## config.mk

```make
export PLATFORM = sky130hd
export DESIGN_NAME = noise_playback_ctrl
export DESIGN_NICKNAME = d
export VERILOG_FILES = /design/src/rtl/noise_playback_ctrl.sv
export SDC_FILE = /design/constraint.sdc
export NUM_CORES = 1
export LEC_CHECK = 0
export BUFFER_PORTS_ARGS = -buffer_cell sky130_fd_sc_hd__buf_2
export CAP_MARGIN = 10
export CORE_MARGIN = 10
export CORE_UTILIZATION = 49
export CTS_BUF_LIST = sky130_fd_sc_hd__clkbuf_8 sky130_fd_sc_hd__clkbuf_16
export CTS_CLUSTER_DIAMETER = 150
export DETAILED_ROUTE_END_ITERATION = 16
export PLACE_DENSITY = 0.78
export SLEW_MARGIN = 10
export SYNTH_ARGS = -nofsm -noshare
export SYNTH_HDL_FRONTEND = slang
export SYNTH_SLANG_ARGS = --single-unit
```

## constraint.sdc

```tcl
create_clock -name i_clk -period 2.3 [get_ports i_clk]
set_input_delay 0.345 -clock i_clk [delete_from_list [all_inputs] [get_ports i_clk]]
set_output_delay 0.345 -clock i_clk [all_outputs]
set_load 0.05 [all_outputs]
```

## src/rtl/noise_playback_ctrl.sv

```systemverilog
// noise_playback_ctrl: steps the noise ROM address across a programmable window
// at a programmable sample rate. Playback is one-shot or looping. Each ROM word is
// registered and handed downstream over a valid/ready handshake.
// Optional build macro NOISE_GAIN_EN adds i_gain_shift. That input is latched on
// start and arithmetically attenuates every captured sample.
module noise_playback_ctrl #(
    parameter int ADDR_W = 12,
    parameter int DATA_W = 24,
    parameter int DIV_W  = 16
) (
    input  logic              i_clk,
    input  logic              i_rst,
    input  logic              i_start,
    input  logic              i_stop,
    input  logic              i_loop,
    input  logic [ADDR_W-1:0] i_base_addr,
    input  logic [ADDR_W-1:0] i_length,
    input  logic [DIV_W-1:0]  i_rate_div,
    output logic [ADDR_W-1:0] o_lut_addr,
    input  logic [DATA_W-1:0] i_lut_data,
`ifdef NOISE_GAIN_EN
    input  logic [3:0]        i_gain_shift,
`endif
    output logic [DATA_W-1:0] o_data,
    output logic              o_valid,
    input  logic              i_ready,
    output logic              o_busy,
    output logic              o_done,
    output logic              o_overrun
);

    typedef enum logic [1:0] {
        S_IDLE  = 2'd0,
        S_RUN   = 2'd1,
        S_DRAIN = 2'd2
    } state_t;

    localparam logic [ADDR_W-1:0] ADDR_ONE = ADDR_W'(1);
    localparam logic [DIV_W-1:0]  DIV_ONE  = DIV_W'(1);

    state_t r_state;
    state_t w_state_next;

    logic [ADDR_W-1:0] r_base;
    logic [ADDR_W-1:0] r_len;
    logic              r_loop;
    logic [DIV_W-1:0]  r_rate;
    logic [ADDR_W-1:0] r_offset;
    logic [DIV_W-1:0]  r_div;
    logic              r_tick_pend;
    logic [DATA_W-1:0] r_data;
    logic              r_valid;
    logic              r_done;
    logic              r_overrun;

    logic              w_tick;
    logic              w_slot_free;
    logic              w_handshake;
    logic              w_capture;
    logic              w_last;
    logic              w_busy;
    logic              w_done_set;
    logic [ADDR_W-1:0] w_len_m1;
    logic [DATA_W-1:0] w_sample;

`ifdef NOISE_GAIN_EN
    logic [3:0]               r_gain;
    logic signed [DATA_W-1:0] w_shifted;

    // The arithmetic shift keeps the sign. A shift of DATA_W or more leaves only sign bits.
    assign w_shifted = $signed(i_lut_data) >>> r_gain;
    assign w_sample  = w_shifted;

    // The gain is latched with the rest of the configuration at start.
    always_ff @(posedge i_clk) begin
        if (i_rst) begin
            r_gain <= '0;
        end else if (i_start) begin
            r_gain <= i_gain_shift;
        end
    end
`else
    assign w_sample = i_lut_data;
`endif

    // Length 0 wraps to all-ones here, so a zero length selects the full ROM depth.
    assign w_len_m1    = r_len - ADDR_ONE;
    assign w_last      = (r_offset == w_len_m1);
    assign w_tick      = (r_state == S_RUN) && (r_div == '0);
    assign w_slot_free = !r_valid || i_ready;
    assign w_handshake = r_valid && i_ready;
    // Start and stop both take priority over a capture in the same cycle.
    assign w_capture   = (r_state == S_RUN) && !i_start && !i_stop &&
                         (r_tick_pend || w_tick) && w_slot_free;

    // State register.
    always_ff @(posedge i_clk) begin
        if (i_rst) begin
            r_state <= S_IDLE;
        end else begin
            r_state <= w_state_next;
        end
    end

    // Next-state logic. Start restarts from any state and beats a simultaneous stop.
    always_comb begin
        w_state_next = r_state;
        case (r_state)
            S_IDLE: begin
                if (i_start) w_state_next = S_RUN;
            end
            S_RUN: begin
                if (i_start)                           w_state_next = S_RUN;
                else if (i_stop)                       w_state_next = S_DRAIN;
                else if (w_capture && w_last && !r_loop) w_state_next = S_DRAIN;
            end
            S_DRAIN: begin
                if (i_start)                     w_state_next = S_RUN;
                else if (!r_valid || i_ready)    w_state_next = S_IDLE;
            end
            default: w_state_next = S_IDLE;
        endcase
    end

    // FSM outputs: the busy flag, and the condition that sets the done pulse.
    always_comb begin
        w_busy     = (r_state != S_IDLE);
        w_done_set = (r_state == S_DRAIN) && (w_state_next == S_IDLE);
    end

    // Configuration, divider, tick bookkeeping and offset sequencing.
    always_ff @(posedge i_clk) begin
        if (i_rst) begin
            r_base      <= '0;
            r_len       <= '0;
            r_loop      <= 1'b0;
            r_rate      <= '0;
            r_offset    <= '0;
            r_div       <= '0;
            r_tick_pend <= 1'b0;
            r_overrun   <= 1'b0;
            r_done      <= 1'b0;
        end else begin
            r_done <= w_done_set;
            if (i_start) begin
                r_base      <= i_base_addr;
                r_len       <= i_length;
                r_loop      <= i_loop;
                r_rate      <= i_rate_div;
                r_offset    <= '0;
                r_div       <= '0;
                r_tick_pend <= 1'b0;
                r_overrun   <= 1'b0;
            end else begin
                if (r_state == S_RUN) begin
                    r_div <= (r_div == '0) ? r_rate : (r_div - DIV_ONE);
                end
                // A second tick arriving while one is pending is lost.
                if (w_tick && r_tick_pend) begin
                    r_overrun <= 1'b1;
                end
                if (w_capture) begin
                    r_tick_pend <= 1'b0;
                end else if (w_tick) begin
                    r_tick_pend <= 1'b1;
                end
                if (w_capture) begin
                    r_offset <= w_last ? '0 : (r_offset + ADDR_ONE);
                end
            end
        end
    end

    // Output sample register. A held sample survives a restart until it is accepted.
    always_ff @(posedge i_clk) begin
        if (i_rst) begin
            r_data  <= '0;
            r_valid <= 1'b0;
        end else if (w_capture) begin
            r_data  <= w_sample;
            r_valid <= 1'b1;
        end else if (w_handshake) begin
            r_valid <= 1'b0;
        end
    end

    assign o_lut_addr = r_base + r_offset;
    assign o_data     = r_data;
    assign o_valid    = r_valid;
    assign o_busy     = w_busy;
    assign o_done     = r_done;
    assign o_overrun  = r_overrun;

endmodule
```

* After elaboration in Yosys (flattened, before gate mapping) *
Index checks and enable logic that the tools add are counted.
W data, S select, Z words.

storage, ports and cells
  register bits after elaboration = 99
  input port bits = 70
  output and inout port bits = 40

operators by class
  $add $sub $neg = 4
  eq/ne operators = 3
  multiplexer cells = 11
  reduce and logical (&&, ||, !) cells = 23

operators by type and width
  kind                     number
  $logic_not A16 Y1        1
  $mux W16                 1
  $sub A16 B1 Y16 const B  1
  $add A12 B1 Y12 const B  1
  $add A12 B12 Y12         1
  $eq A12 B12 Y1           1
  $mux W12                 1
  $mux W2                  6
  $sub A12 B1 Y12 const B  1
  $logic_and A1 B1 Y1      10
  $pmux W2 S3              1
  $logic_not A1 Y1         4
  $logic_not A2 Y1         2
  $reduce_bool A2 Y1       2
  $reduce_or A3 Y1         1
  $eq A2 B1 Y1 const B     1
  $eq A2 B2 Y1 const B     1
  $logic_or A1 B1 Y1       2
  $mux W1                  2
  $reduce_or A2 Y1         1

* Depth between registers and ports, before layout *
Gate-level depths: netlist of run 1.

  depth in word-level cells = 13
  mapped depth = 10

* Worst setup path before layout of run 1 *
No wires, ideal clock.

  kind = register to output
  start point = register r_offset[0]
  end point = output o_lut_addr[10]
  arrival time = 3.348 ns
  required time = 1.955 ns
  setup slack = -1.393 ns
  stages on the path, launching flop included = 10
  path through = dfxtp_1 > ha_1 > inv_1 > fa_1 > nor2b_1 > o21ai_0 > a21boi_0 > o21ai_0 > a21oi_1 > o311ai_0

between the ends
  word-level cells in the longest chain between the ends = 1

ends and longest elaborated chain
  element                   RTL line  RTL
  start: declaration        48        logic [ADDR_W-1:0] r_offset;
  start signal: assignment  168       r_offset <= w_last ? '0 : (r_offset + ADDR_ONE);
  $add A12 B12 Y12          187       assign o_lut_addr = r_base + r_offset;
  end: declaration          19        output logic [ADDR_W-1:0] o_lut_addr,

No other way between the ends.

* Worst setup path after layout of run 1 *
  start point = register r_base[0]
  end point = output o_lut_addr[8]

between the ends
  word-level cells in the longest chain between the ends = 1

ends and longest elaborated chain
  element                   RTL line  RTL
  start: declaration        44        logic [ADDR_W-1:0] r_base;
  start signal: assignment  146       r_base <= i_base_addr;
  $add A12 B12 Y12          187

No other way between the ends.

==> flow_metrics.tcl, run 1 <==
set metrics [dict create \
    status "finished with violations" \
    violations "setup timing" \
    ff2ff_setup_slack_ns -0.29 \
    drt_iter0_drc 250 \
    drv_cap 0 \
    min-delay-start "i_lut_data[21]" \
    reg2reg_depth 9 \
    hp-class "in -> reg" \
    cts_sinks 99 \
    ctsHoldBuffers 0 \
    clockPowerShare_pct 29.0 \
    yosysUniqueCellTypes 54 \
    via_count 4844 \
    synth_nets 675 \
    via_per_inst 5.49 \
    fp-row-count 36 \
    finalCritPeriodShare_pct 117 \
    syn_area_per_cell_um2 8.29 \
    syn_to_final_growth_pct 34.3 \
    switching_share_pct 31.8 \
    die_h_um 120 \
    min_period_ns 2.70 \
    cp.arrival_ns 2.35 \
    seq_area_frac_synth_pct 40.6 \
    grtUsageTotal_pct 19.3 \
    r2r-end "r_state[0]$_SDFF_PP0_" \
    root_buffer "clkbuf_8" \
    hold_end "o_data[21]$_SDFFE_PP0P_" \
    sequentialPowerShare_pct 43.3 \
    cts_tree "yes" \
    endpoint_kind "output port" \
    syn_inst 589 \
    numPortBuffers 109 \
    vdd_drop_max_v 0.000543 \
    maxSlewHeadroom_pct 49.6 \
    first_global_vias 4831 \
    dpl.hpwl_mm 10.2 \
    yosysWarningCount 0 \
    synth_area_leaders "dfxtp_1, mux2i_1, nor2_1, nand2_1, a21oi_1" \
    critPathMaxFanout 3 \
    drv_slew 0 \
    finalSetupViolations 22 \
    clk_path_buf_depth 2 \
    gp_congestion 0.936 \
    grt_pass1_wl_mm 23.1 \
    antenna_found_initial 0 \
    cts_made_buffers 9 \
    cp-start-kind "register" \
    place_inst 861 \
    cp_top_family "compound AO/OA/AOI/OAI gates" \
    pre_cts_ws_ns -0.507 \
    finalNetCount 830 \
    cp.required_ns 1.96 \
    diodes 0 \
    clock_latency_ns 0.38 \
    initial_utilization_pct 50.2 \
    criticalPathCategory "reg -> out" \
    p_leak_nw 2.83 \
    netlist_area_um2 4880 \
    synth_top_area_share_pct 40.6 \
    yosysTopAreaCell "dfxtp_1" \
    fmax_mhz 370 \
    stdcell_count 882 \
    crit_slowest_cell "dfxtp_2" \
    fin_skew_ns 0.0137 \
    final_layout_size_suffix_gt1_share_pct 32.0 \
    clkTransAtPathRegs_ns 0.10 \
    io_pins 110 \
    h-tree-depth 3 \
    power_switching_mw 1.37 \
    die_x_um 120 \
    holdPathStages 3 \
    power.internal_mw 2.94 \
    regToRegStartpoint "r_len[0]$_SDFFE_PP0P_" \
    max_stage_delay_ns 0.37 \
    ant_nets 0 \
    synthFlopType "dfxtp_1" \
    powerDensity_nw_per_um2 658 \
    synth_edf_count 0 \
    crit_buf_inv 3 \
    die_area_um2 14400 \
    worst_pin_slew_ns 0.756 \
    firstDrtPassIters 5 \
    cp_cell_sequence "ha_4 -> inv_2 -> fa_2 -> nor2b_2 -> o21ai_2 -> a21boi_2 -> o21ai_2 -> a21oi_2 -> buf_6 -> xor2_4 -> buf_6" \
    drcViolationCount 0 \
    wl_per_cell_um 15.9 \
    synth_seq_cells 99 \
    hold_ws_ns 0.198 \
    synth_async_sr_flop_share_pct 0 \
    hold_violations 0 \
    combPwrFrac_pct 27.8 \
    drt-total-wl_mm 14.0 \
    grt-ovfl-total 0 \
    nFillCells 791 \
    timing.final.ws_setup_ns -0.400 \
    grt_max_degree 45 \
    rsz0062_at_grt "yes" \
    coreArea_um2 9730 \
]
==> cells by family (layout without fill, tap and decap cells) <==
| kind of cell | Yosys count | count (layout) | share of synthesized area [%] |
|---|---|---|---|
| and+or+nand+nor | 244 | 244 | 23.5 |
| AOI/OAI and AO/OA | 115 | 115 | 14.3 |
| DFF | 99 | 99 | 40.6 |
| buffers and inverters | 44 | 204 | 3.49 |
| muxes | 42 | 42 | 8.61 |
| xor gates and xnor gates | 29 | 29 | 5.20 |
| adders and majority gates | 16 | 16 | 4.26 |
==> registers in the layout, indices dropped and copies added, names as in the netlist <==
| register | count |
|---|---|
| o_data | 24 |
| r_div | 16 |
| r_rate | 16 |
| r_base | 12 |
| r_len | 12 |
| r_offset | 12 |
| r_state | 2 |
| o_done | 1 |
| o_overrun | 1 |
| o_valid | 1 |
| r_loop | 1 |
| r_tick_pend | 1 |
==> final cells by class <==
class | instances | area (um2) | area share, %
clock inverter | 6 | 88.8 | 1.35
timing repair buffer | 175 | 1110 | 16.9
sequential | 99 | 1990 | 30.4
inverter | 13 | 48.8 | 0.744
multi-input combinational | 446 | 3010 | 45.9
clock buffer | 10 | 138 | 2.10
tap | 133 | 166 | 2.54
==> timing repair <==
action                     CTS  global route
resized for setup           41             6
pin swaps                    8             3
setup endpoints to repair   22            22
setup buffers                5             1
==> power groups by stage <==
| stage | Combinational [mW] | Clock, mW | Sequential (mW) |
|---|---|---|---|
| 3_5_place_dp | 1.11 | 0 | 1.90 |
| 5_1_grt | 1.31 | 1.34 | 1.88 |
| 6_report | 1.20 | 1.25 | 1.87 |
| 3_3_place_gp | 1.07 | 0 | 1.90 |
| 4_1_cts | 1.17 | 1.26 | 1.86 |
| 2_1_floorplan | 0.688 | 0 | 1.95 |
==> cells in the final DEF, fill, tap and decap left out, drive strengths merged, types with 4 or more instances in the layout <==
cell type and count:
or4 6, mux2i 42, or3 6, a31oi 4, nand3 7, nor3 17
nor4b 4, nand2 77, xor2 8, dfxtp 99, inv 15, o21ai 25
o31ai 4, ha 15, nor2 82, a211oi 7, xnor2 21, nor4 8
a21o 4, clkbuf 10, a21oi 49, nor2b 8, nand4 10, buf 175
==> cell usage after synthesis (all sizes together), types with 10 or more instances <==
cell and number:
buf 10, nand2 77, nor3 17, nor2 82, ha 15, inv 13
o21ai 25, xnor2 21, nand4 10, dfxtp 99, a21oi 49, mux2i 42
clkbuf 21
==> through the flow <==
step	util (%)	power (mW)	TNS, ns	area [um2]
after floorplan	-	2.64	-0.198	5030
after global placement	62.6	2.97	-4.55	6090
after detailed placement	62.6	3.01	-7.25	6090
after CTS	67.1	4.30	-2.85	6530
after global routing	67.4	4.53	-6.30	6560
final	67.4	4.32	-4.05	6560
==> how the worst max path moves through the flow <==
stage | from | to | slack, ns | cells past startpoint
3_3_place_gp | r_len[0]$_SDFFE_PP0P_ | r_offset[11]$_SDFFE_PP0P_ | -0.32 | 6
2_1_floorplan | r_len[5]$_SDFFE_PP0P_ | r_state[0]$_SDFF_PP0_ | -0.09 | 6
5_1_grt | r_base[0]$_SDFFE_PP0P_ | o_lut_addr[8] | -0.54 | 11
3_5_place_dp | r_len[0]$_SDFFE_PP0P_ | r_offset[4]$_SDFFE_PP0P_ | -0.51 | 7
4_1_cts | r_base[0]$_SDFFE_PP0P_ | o_lut_addr[8] | -0.39 | 11
6_report | r_base[0]$_SDFFE_PP0P_ | o_lut_addr[8] | -0.40 | 11
==> layer usage <==
| layer | GRT usage [%] | share of wire (%) | up-vias |
|---|---|---|---|
| met5 | 0 | 0 | - |
| met4 | 8.22 | 2.6 | 0 |
| met3 | 6.47 | 8.5 | 35 |
| met2 | 31.6 | 46 | 183 |
| met1 | 22.6 | 43 | 2262 |
| li1 | - | - | 2364 |
==> worst min-delay path, cell delays in order <==
cell and delay (ns):
buf_2 0.10, nand2_1 0.04, a21oi_1 0.05
Power figures use the tool's default switching activity.
==> run 2: changes to the inputs <==
==> constraint.sdc (replaced) <==
create_clock -name i_clk -period 2.3 [get_ports i_clk]
set_input_delay 0.46 -clock i_clk [delete_from_list [all_inputs] [get_ports i_clk]]
set_output_delay 0.46 -clock i_clk [all_outputs]
set_load 0.05 [all_outputs]
==> flow_metrics.tcl, run 2 (synthesis gave the netlist of run 1 again) <==
set metrics [dict create \
    dpl.hpwl_mm 10.1 \
    io_pins 110 \
    die_x_um 120 \
    cp.required_ns 1.84 \
    max_stage_delay_ns 0.36 \
    status "finished with violations" \
    drcViolationCount 0 \
    drt_iter0_drc 275 \
    wl_per_cell_um 16.1 \
    gp_congestion 0.926 \
    syn_to_final_growth_pct 35.2 \
    via_count 4770 \
    hold_violations 0 \
    hold_end "o_data[11]$_SDFFE_PP0P_" \
    layout_common_cells "buf_2, dfxtp_1, nand2_1" \
    fp-row-count 36 \
    worst_pin_slew_ns 0.747 \
    cts_sinks 99 \
    cts_made_buffers 9 \
    endpoint_kind "output port" \
    h-tree-depth 3 \
    holdPathStages 3 \
    r2r-end "r_state[0]$_SDFF_PP0_" \
    clkTransAtPathRegs_ns 0.10 \
    reg2reg_depth 6 \
    fin_total_pwr_mw 4.11 \
    numPortBuffers 109 \
    cp_cell_sequence "ha_4 -> inv_2 -> fa_2 -> nor2b_2 -> o21ai_2 -> a21boi_2 -> o21ai_2 -> a21oi_4 -> xor2_4 -> buf_6" \
    final_layout_size_suffix_gt1_share_pct 34.3 \
    antenna_found_initial 1 \
    drt-total-wl_mm 14.1 \
    final_common_cell "buf_2" \
    fmax_mhz 358 \
    coreArea_um2 9730 \
    ff2ff_setup_slack_ns -0.21 \
    grt-ovfl-total 0 \
    p_leak_nw 2.78 \
    drv_cap 0 \
    fin_skew_ns 0.0127 \
    cp_common_cell "o21ai_2" \
    maxSlewHeadroom_pct 50.2 \
    die_h_um 120 \
    cp.arrival_ns 2.33 \
    vdd_drop_max_v 0.000357 \
    hp-class "in -> reg" \
    cts_tree "yes" \
    initial_utilization_pct 50.2 \
    regToRegStartpoint "r_len[5]$_SDFFE_PP0P_" \
    violations "setup timing" \
    root_buffer "clkbuf_8" \
    cp_top_family "compound AO/OA/AOI/OAI gates" \
    timing.final.ws_setup_ns -0.494 \
    drv_slew 0 \
    crit_slowest_cell "dfxtp_2" \
    min-delay-start "i_lut_data[11]" \
    critPathMaxFanout 3 \
    grt_pass1_wl_mm 23.0 \
    nFillCells 783 \
    firstDrtPassIters 5 \
    clock_latency_ns 0.38 \
    finalSetupViolations 23 \
    crit_buf_inv 2 \
    first_global_vias 4875 \
    criticalPathCategory "reg -> out" \
    ant_nets 0 \
    final_util_pct 67.8 \
    grtUsageTotal_pct 19.0 \
    grt_max_degree 55 \
    clk_path_buf_depth 2 \
    via_per_inst 5.43 \
    finalCritPeriodShare_pct 121 \
    cp-start-kind "register" \
    min_period_ns 2.79 \
    rsz0062_at_grt "yes" \
    powerDensity_nw_per_um2 623 \
    largest_reg_flops 24 \
    finalNetCount 825 \
    die_area_um2 14400 \
]
run 2: cell types whose count changed in the layout (fill, tap and decap cells not counted), moves of 4 or more:
cell / previous run / this run
nor2_1: 81 / 69
nor2_2: 1 / 9
a21oi_1: 47 / 43
buf_4: 63 / 59
nor2_4: 0 / 4
run 2: worst min-delay path, delay by kind of cell:
kind	cells	cell delay [ns]
AO/OA/AOI/OAI	1	0.05
AND/OR/NAND/NOR	1	0.04
buffers and inverters	1	0.10
run 2: layout make-up:
class | count | area (um2) | share of cell area, %
Inverter | 13 | 48.8 | 0.740
Antenna cell | 1 | 2.50 | 0.0379
Clock buffer | 10 | 138 | 2.09
Tap cell | 133 | 166 | 2.52
Sequential cell | 99 | 2000 | 30.2
Timing Repair Buffer | 170 | 1080 | 16.3
Multi-Input combinational cell | 446 | 3110 | 47.2
Clock inverter | 6 | 53.8 | 0.815
run 2: worst max-delay path by stage:
stage          cells after the start                     start              to  slack (ns)
6_report                          10    r_base[0]$_SDFFE_PP0P_   o_lut_addr[8]       -0.49
5_1_grt                           10    r_base[0]$_SDFFE_PP0P_   o_lut_addr[8]       -0.59
4_1_cts                           10    r_base[0]$_SDFFE_PP0P_  o_lut_addr[10]       -0.53
3_5_place_dp                      11  r_offset[0]$_SDFFE_PP0P_  o_lut_addr[10]       -0.35
3_3_place_gp                      11  r_offset[0]$_SDFFE_PP0P_  o_lut_addr[10]       -0.26
2_1_floorplan                      9  r_offset[0]$_SDFFE_PP0P_   o_lut_addr[8]       -0.15
run 2: stage by stage:
step | area [um2] | hold WS [ns] | setup slack [ns] | TNS [ns] | std cells
after detailed placement | 6070 | 0.446 | -0.349 | -4.28 | 856
after global routing | 6600 | 0.300 | -0.591 | -6.08 | 878
final | 6600 | 0.310 | -0.494 | -4.48 | 878
after global placement | 6070 | 0.440 | -0.264 | -1.23 | 856
after floorplan | 5050 | 0.449 | -0.154 | -0.489 | 589
after CTS | 6500 | 0.294 | -0.528 | -3.93 | 875
run 2: power breakdown:
part / switching [mW] / internal [mW]
logic: 0.677 / 0.467
clock network: 0.655 / 0.444
registers: 0.0719 / 1.80
total: 1.40 / 2.71
run 2: layer usage:
| metal | track usage, % | share of wire [%] | wire length [um] |
|---|---|---|---|
| met5 | 0 | 0 | 0 |
| met3 | 6.09 | 7.7 | 1090 |
| met4 | 9.58 | 2.8 | 391 |
| met2 | 30.2 | 47 | 6580 |
| met1 | 22.8 | 43 | 6040 |
run 2: timing repair:
item,in CTS,in global routing
pin swaps,11,16
gates resized for setup,48,25
endpoints found under the setup margin,23,25
gates cloned,1,0
hold buffers,0,0
buffers inserted,3,2
